### config.mk
export PLATFORM = sky130hd
export DESIGN_NAME = seq_divider
export DESIGN_NICKNAME = d
export VERILOG_FILES = /design/src/rtl/div_pkg.sv /design/src/rtl/div_step.sv /design/src/rtl/seq_divider.sv
export SDC_FILE = /design/constraint.sdc
export NUM_CORES = 1
export LEC_CHECK = 0
export CORE_ASPECT_RATIO = 1.25
export CORE_MARGIN = 5
export CORE_UTILIZATION = 30
export DETAILED_ROUTE_END_ITERATION = 8
export DONT_BUFFER_PORTS = 1
export HOLD_SLACK_MARGIN = 0.02
export PLACE_DENSITY = 0.54
export SYNTH_ARGS = -nofsm -noshare
export SYNTH_HDL_FRONTEND = slang
export SYNTH_SLANG_ARGS = --single-unit
### constraint.sdc
create_clock -name clk -period 1.95 [get_ports clk]
set_input_delay 0.585 -clock clk [delete_from_list [all_inputs] [get_ports clk]]
set_output_delay 0.585 -clock clk [all_outputs]
set_load 0.01 [all_outputs]
### src/rtl/div_pkg.sv
// Shared widths and state encoding for the iterative restoring divider.
package div_pkg;

    localparam int N  = 8;
    localparam int W  = 2 * N;
    localparam int CW = 5;

    typedef enum logic [1:0] {
        IDLE = 2'd0,
        RUN  = 2'd1,
        DONE = 2'd2
    } state_e;

endpackage

### src/rtl/div_step.sv
// One combinational restoring-division step: shift in the next dividend bit,
// then subtract the divisor and keep the difference when it does not go negative.
module div_step
    import div_pkg::*;
(
    input  logic [N:0]   p_i,
    input  logic         bit_i,
    input  logic [N-1:0] divisor_i,
    output logic [N:0]   p_o,
    output logic         q_o
);

    logic [N+1:0] shifted_s;
    logic [N+1:0] trial_s;

    // Trial subtraction; the partial remainder stays below the divisor, so the
    // top bit of the (N+2)-bit difference is a reliable borrow/sign flag.
    always_comb begin
        shifted_s = {p_i, bit_i};
        trial_s   = shifted_s - {2'b00, divisor_i};
        if (trial_s[N+1]) begin
            p_o = shifted_s[N:0];
            q_o = 1'b0;
        end else begin
            p_o = trial_s[N:0];
            q_o = 1'b1;
        end
    end

endmodule

### src/rtl/seq_divider.sv
// Iterative restoring divider, 2N/N -> 2N quotient and N remainder, one bit per clock,
// with a start/busy/done handshake and registered results.
module seq_divider
    import div_pkg::*;
(
    input  logic         clk,
    input  logic         rst,
    input  logic         start,
    input  logic [W-1:0] dividend,
    input  logic [N-1:0] divisor,
    output logic         busy,
    output logic         done,
    output logic [W-1:0] quotient,
    output logic [N-1:0] remainder,
    output logic         div_zero
);

    state_e        state_q, state_d;
    logic [CW-1:0] cnt_q, cnt_d;
    logic [N:0]    p_q, p_d;
    logic [W-1:0]  sh_q, sh_d;
    logic [N-1:0]  dvs_q, dvs_d;
    logic [W-1:0]  quotient_q, quotient_d;
    logic [N-1:0]  remainder_q, remainder_d;
    logic          div_zero_q, div_zero_d;
    logic          busy_q, busy_d;
    logic          done_q, done_d;

    logic [N:0]    step_p_s;
    logic          step_q_s;

    div_step u_step (
        .p_i       (p_q),
        .bit_i     (sh_q[W-1]),
        .divisor_i (dvs_q),
        .p_o       (step_p_s),
        .q_o       (step_q_s)
    );

    // Next-state, datapath and output-register logic.
    always_comb begin
        state_d     = state_q;
        cnt_d       = cnt_q;
        p_d         = p_q;
        sh_d        = sh_q;
        dvs_d       = dvs_q;
        quotient_d  = quotient_q;
        remainder_d = remainder_q;
        div_zero_d  = div_zero_q;

        case (state_q)
            IDLE: begin
                if (start) begin
                    if (divisor != {N{1'b0}}) begin
                        state_d = RUN;
                        cnt_d   = 5'd15;
                        p_d     = {(N+1){1'b0}};
                        sh_d    = dividend;
                        dvs_d   = divisor;
                    end else begin
                        state_d     = DONE;
                        quotient_d  = {W{1'b1}};
                        remainder_d = dividend[N-1:0];
                        div_zero_d  = 1'b1;
                    end
                end else begin
                    state_d = IDLE;
                end
            end
            RUN: begin
                // sh_q shifts dividend bits out of the top while quotient bits enter below
                p_d  = step_p_s;
                sh_d = {sh_q[W-2:0], step_q_s};
                if (cnt_q == 5'd0) begin
                    state_d     = DONE;
                    quotient_d  = {sh_q[W-2:0], step_q_s};
                    remainder_d = step_p_s[N-1:0];
                    div_zero_d  = 1'b0;
                end else begin
                    cnt_d = cnt_q - 5'd1;
                end
            end
            DONE: begin
                state_d = IDLE;
            end
            default: begin
                state_d = IDLE;
            end
        endcase

        busy_d = (state_d == RUN);
        done_d = (state_d == DONE);
    end

    // State and datapath registers with synchronous reset.
    always_ff @(posedge clk) begin
        if (rst) begin
            state_q     <= IDLE;
            cnt_q       <= 5'd0;
            p_q         <= {(N+1){1'b0}};
            sh_q        <= {W{1'b0}};
            dvs_q       <= {N{1'b0}};
            quotient_q  <= {W{1'b0}};
            remainder_q <= {N{1'b0}};
            div_zero_q  <= 1'b0;
            busy_q      <= 1'b0;
            done_q      <= 1'b0;
        end else begin
            state_q     <= state_d;
            cnt_q       <= cnt_d;
            p_q         <= p_d;
            sh_q        <= sh_d;
            dvs_q       <= dvs_d;
            quotient_q  <= quotient_d;
            remainder_q <= remainder_d;
            div_zero_q  <= div_zero_d;
            busy_q      <= busy_d;
            done_q      <= done_d;
        end
    end

    assign busy      = busy_q;
    assign done      = done_q;
    assign quotient  = quotient_q;
    assign remainder = remainder_q;
    assign div_zero  = div_zero_q;

endmodule

==> After elaboration in Yosys (flattened, before gate mapping) <==
Cells that the tools add are included.
{ "op_classes": {"add_sub_neg": 2, "n_eq_ne": 8, "n_mux": 28, "reduce_logical": 8} }
{ "op_table": {"columns": ["op", "n"], "rows": [
  ["$mux W16", 5],
  ["$pmux W16 S2", 2],
  ["$mux W9", 3],
  ["$mux W8", 3],
  ["$pmux W9 S2", 1],
  ["$pmux W8 S2", 1],
  ["$mux W5", 3],
  ["$ne A2 B2 Y1 const B", 5],
  ["$pmux W5 S2", 1],
  ["$sub A10 B8 Y10", 1],
  ["$reduce_and A4 Y1", 2],
  ["$reduce_bool A8 Y1", 1],
  ["$mux W2", 3],
  ["$reduce_and A3 Y1", 2],
  ["$logic_not A5 Y1", 1],
  ["$sub A5 B1 Y5 const B", 1],
  ["$eq A2 B1 Y1 const B", 2],
  ["$mux W1", 4],
  ["$pmux W2 S2", 1],
  ["$eq A2 B2 Y1 const B", 1],
  ["$logic_not A2 Y1", 1],
  ["$pmux W1 S2", 1],
  ["$reduce_bool A2 Y1", 1]
]} }
{ "word_totals": {"reg_bits": 67, "input_bits": 27, "output_inout_bits": 27, "word_cells": 56} }

==> Logic depth before layout (Yosys ltp) <==
{ "logic_depth": {"depth_word": 5, "ltp_mapped": 10, "mapped_depth_nobuf": 10} }

==> By module <==
Synthesis repeated with hierarchy kept, for this count alone.
{ "unflattened": {"hier_cells": 347, "area_unflattened_um2": 3190.6} }
{ "by_module_without_submodules": {"columns": ["module", "n_inst", "cells_each", "area_each_um2", "seq_area_each_um2"], "rows": [
  ["seq_divider", 1, 280, 2662.6, 1341.3],
  ["div_step", 1, 67, 528.0, 0.0]
]} }

==> Worst setup path before layout <==
No wires, ideal clock.
{ "synth_timing": {"path_kind": "reg2reg", "start": "register sh_q[15]", "end": "register remainder_q[6], in the netlist remainder[6]", "setup_time_ns": 0.091, "arrival_ns": 2.069, "required_ns": 1.859, "path_slack_ns": -0.210, "path_stages_with_launch": 11, "path_buffers": 0, "synth_period_minus_slack_ns": 2.160, "path_cell_list": "dfxtp_1 > inv_1 > ha_1 > inv_1 > fa_1 > a211oi_1 > nor2_1 > or4_1 > a41oi_1 > mux2i_1 > a311oi_1"} }
{ "synth_between": {"elab_chain_cells": 4} }
{ "synth_rtl": {"columns": ["item", "line", "rtl"], "rows": [
  ["start, declared", "seq_divider.sv:21", "logic [W-1:0] sh_q, sh_d;"],
  ["start signal, assigned", "seq_divider.sv:101", "sh_q <= {W{1'b0}};"],
  ["$sub A10 B8 Y10", "div_step.sv:20", "trial_s = shifted_s - {2'b00, divisor_i};"],
  ["$mux W9", "div_step.sv:21", "if (trial_s[N+1]) begin"],
  ["$mux W8", "seq_divider.sv:74", "if (cnt_q == 5'd0) begin"],
  ["$pmux W8 S2", "seq_divider.sv:51", "case (state_q)"],
  ["end signal, assigned", "seq_divider.sv:104", "remainder_q <= {N{1'b0}};"],
  ["end signal, assigned", "seq_divider.sv:115", "remainder_q <= remainder_d;"],
  ["end, declared", "seq_divider.sv:24", "logic [N-1:0] remainder_q, remainder_d;"]
]} }
Every way passes these cells. The select of a mux whose other input is x is not followed.
A chain may end at the register's enable or synchronous reset.

==> Worst setup path after layout <==
{ "layout_timing": {"start": "register dvs_q[6]", "end": "register remainder_q[1], in the netlist remainder[1]"} }
{ "layout_between": {"elab_chain_cells": 4} }
{ "layout_rtl": {"columns": ["item", "line", "rtl"], "rows": [
  ["start, declared", "seq_divider.sv:22", "logic [N-1:0] dvs_q, dvs_d;"],
  ["start signal, assigned", "seq_divider.sv:102", "dvs_q <= {N{1'b0}};"],
  ["start signal, assigned", "seq_divider.sv:113", "dvs_q <= dvs_d;"],
  ["$sub A10 B8 Y10", "div_step.sv:20", null],
  ["$mux W9", "div_step.sv:21", null],
  ["$mux W8", "seq_divider.sv:74", null],
  ["$pmux W8 S2", "seq_divider.sv:51", null]
]} }
Every way passes these cells. The select of a mux whose other input is x is not followed.

==> metrics.csv <==
stage,metric,value,unit
critical_path,r2r-end,remainder[1],
critical_path,crit_family,compound AO/OA/AOI/OAI gates,
placed_design,gp_congestion,0.792,
route,drtAntennaViolNets,0,
critical_path,worst-path-buf-inv,1,
layout,utilization,42.5,%
route,dr.pass1.iters,4,
job,maxCapViolCount,0,
sta,slew_headroom,49.7,%
sta,hold_viol,0,
grt,track_usage,14.7,%
sta,setup_slack,-0.217,ns
sta,skew,0.00743,ns
critical_path,crit_path_top_delay_cell,dfxtp_2,
placed_design,dpl_worst_slack,-0.398,ns
layout,syn_to_final_growth,38.9,%
route,drt-initial-drc-count,123,
layout,layout.nets,475,
layout,final_cells,574,
floorplan,die_y,126,um
power_and_ir_drop,ir_worst_vdd,537,uV
sta,setup_viol,17,
logic_synthesis,synthesis.instances,383,
power_and_ir_drop,power_frac_clock,32.1,%
placed_design,portBuffers,0,
floorplan,die_x,103,um
grt,antenna_found_initial,0,
route,vias_per_cell,5.17,
critical_path,slowest_delay,0.33,ns
cts,cts_buffer_depth,2,
grt,grt_max_degree,70,
cts,cts_tree,built,
floorplan,die-area,13000,sq um
critical_path,critPathRequiredTime,2.19,ns
cts,cts_buffers,9,
logic_synthesis,ys_ff_latch,67,
route,post_drt_wl_per_cell,17.1,um
run_status,violations,setup timing,
logic_synthesis,ys.flop_type,dfxtp_1,
cts,cts.sinks,67,
critical_path,start_kind,register,
logic_synthesis,postSynthAreaPerCell,8.43,sq um
sta,slew_violations,0,
critical_path,path_class,reg -> reg,
critical_path,arrival,2.41,ns
power_and_ir_drop,power.share.sequential,31.6,%
critical_path,cp_max_fo,6,
power_and_ir_drop,p_leak,0.00173,uW
logic_synthesis,netlist_area,3230,sq um
sta,finalCritPeriodShare,111,%
grt,grt_overflow,0,
placed_design,place_hpwl,6370,um
grt,grt_pass1_vias,2938,
route,routed_wl,9800,um
sta,worstMarginPinSlew,0.754,ns
cts,htreeDepth,3,
critical_path,path_cells,"inv_2, ha_4, a21o_1, a211oi_4, nand2b_2, o211a_4, mux2_4, a311oi_2",
cts,cts_root_buffer,clkbuf_16,
route,drcViolationCount,0,
floorplan,num_rows,42,
cts,insertion_delay,0.33,ns
logic_synthesis,ys_types,51,
floorplan,ios,54,
sta,rsz0062_at_grt,true,
logic_synthesis,syn-num-nets,421,
power_and_ir_drop,p_sw,1670,uW
hold_path,min_path_cells,1,
layout,drive_above_1_share,32.8,%
floorplan,core,10600,sq um
run_status,status,"finished, violations left",
critical_path,r2r_slack,-0.22,ns
power_and_ir_drop,p_int,3650,uW
layout,fill_cells,1042,
hold_path,hold_end,sh_q[11],
sta,max_freq,461,MHz
logic_synthesis,ys_seq_area_share,41.5,%
critical_path,timing.rr.start,dvs_q[6],
power_and_ir_drop,power_density,1190,nW/um^2
power_and_ir_drop,comb_power_share,36.4,%
sta,period_needed,2.17,ns
sta,fin_setup_tns,-2.35,ns
critical_path,r2r_cells,8,
floorplan,start_util,30.6,%
cts,hold_buffers,0,
power_and_ir_drop,power.share.switching,31.4,%
logic_synthesis,ys_warn_count,0,
layout,diodes,0,
route,via_count,2965,
hold_path,min_path_type,in -> reg,
logic_synthesis,async_flop_share,0,%
hold_path,hp-start,rst,
critical_path,critPathCaptureType,register,
logic_synthesis,synth_edf_count,0,
grt,grt_pass1_wl,15000,um
cts,clk_pin_slew,0.06,ns
placed_design,post-place-cells,544,
worst max-delay path by stage:
| stage | startpoint | endpoint | slack [ns] | depth (start not counted) |
|---|---|---|---|---|
| final | dvs_q[6] | remainder[1] | -0.22 | 8 |
| after CTS | sh_q[15] | remainder[6] | -0.20 | 10 |
| after global routing | dvs_q[6] | remainder[1] | -0.32 | 8 |
| after floorplan | dvs_q[1] | remainder[1] | -0.15 | 8 |
| after global placement | dvs_q[4] | remainder[7] | -0.33 | 8 |
| after detailed placement | divisor[7] | cnt_q[0] | -0.40 | 6 |
cell type report:
cell class                      instances  area (sq um)  share of cell area [%]
Sequential cell                        67          1350                    30.1
Tap cell                              132           165                    3.68
Inverter                               12          45.0                    1.00
Clock buffer                           14           244                    5.44
Multi-Input combinational cell        278          2010                    44.7
Clock inverter                          2          60.1                    1.34
Timing Repair Buffer                   69           613                    13.7
power by group through the flow:
stage               clock [uW]  sequential (uW)  combinational [uW]
finish                    1710             1680                1940
detailed placement           0             1700                1530
global route              1800             1700                2120
CTS                       1740             1680                1800
floorplan                    0             1660                1010
global placement             0             1690                1510
stage by stage:
stage	instance area [sq um]	power, uW	hold slack (ns)
after floorplan	3250	2670	0.449
after global placement	3770	3200	0.465
after detailed placement	3770	3230	0.467
after CTS	4300	5220	0.305
after global routing	4490	5620	0.308
final	4490	5330	0.325
sequential cells by signal (all words and copies together) (netlist names):
signal / count
quotient: 16
busy: 1
state_q: 2
div_zero: 1
dvs_q: 8
done: 1
sh_q: 16
cnt_q: 5
remainder: 8
p_q: 9
synthesized netlist by cell type, types with 4 or more instances:
library cell  instances  area, sq um
and2_1                5         31.3
nand2b_1              4         25.0
a21oi_1              13         65.1
mux2i_1              12          120
ha_1                 10          125
o21ai_0               4         20.0
a311oi_1             23          201
inv_1                12         45.0
dfxtp_1              67         1340
a211oi_1             19          143
nor2_1               73          274
nor3_1               16         80.1
clkbuf_1             18         67.6
buf_2                 5         25.0
nand2_1              45          169
worst register-to-register path, stage by stage, from the launching register on:
cell	delay (ns)
dfxtp_2	0.33
inv_2	0.05
ha_4	0.23
a21o_1	0.21
a211oi_4	0.28
nand2b_2	0.14
o211a_4	0.31
mux2_4	0.32
a311oi_2	0.20
placed cells by master (no fill, tap or decap), drive strengths merged, types with 2 or more instances in the layout:
cell / count
o21ai: 4
buf: 67
o21a: 4
ha: 10
inv: 12
xnor2: 2
and2: 5
nand2: 45
dfxtp: 67
a211oi: 20
nand3: 3
clkbuf: 16
o211a: 2
a31oi: 3
nor2b: 3
a311oi: 24
o2111ai: 3
nand3b: 3
or2: 2
mux2i: 12
nor3: 16
nor2: 73
nor4: 3
bufinv: 2
nand2b: 5
a21oi: 13
o211ai: 4
a21o: 3
routing by layer:
| metal | share of wire, % | wire [um] | up-vias | track usage [%] |
|---|---|---|---|---|
| met5 | 0 | 0 | - | 0 |
| li1 | - | - | 1481 | - |
| met1 | 44 | 4290 | 1403 | 18.4 |
| met2 | 49 | 4780 | 54 | 22.7 |
| met4 | 3.2 | 313 | 0 | 7.62 |
| met3 | 4.4 | 429 | 27 | 4.09 |
what timing repair did:
item	in CTS	in global routing
endpoints found under the setup margin	28	34
setup buffers	9	2
endpoints found under the hold margin	0	0
pin swaps	11	9
resized for setup	36	24
gates cloned	0	4
cells by family (layout without fill, tap and decap cells):
family | after synthesis | in the layout | synth area share [%]
simple gates | 164 | 164 | 22.4
flops | 67 | 67 | 41.5
mux | 13 | 13 | 4.18
compound gates | 87 | 87 | 21.9
buf+inv | 38 | 97 | 4.72
xor+xnor | 3 | 3 | 0.813
fa+ha+maj | 11 | 11 | 4.49
No activity file was read; power rests on OpenSTA's default activity.
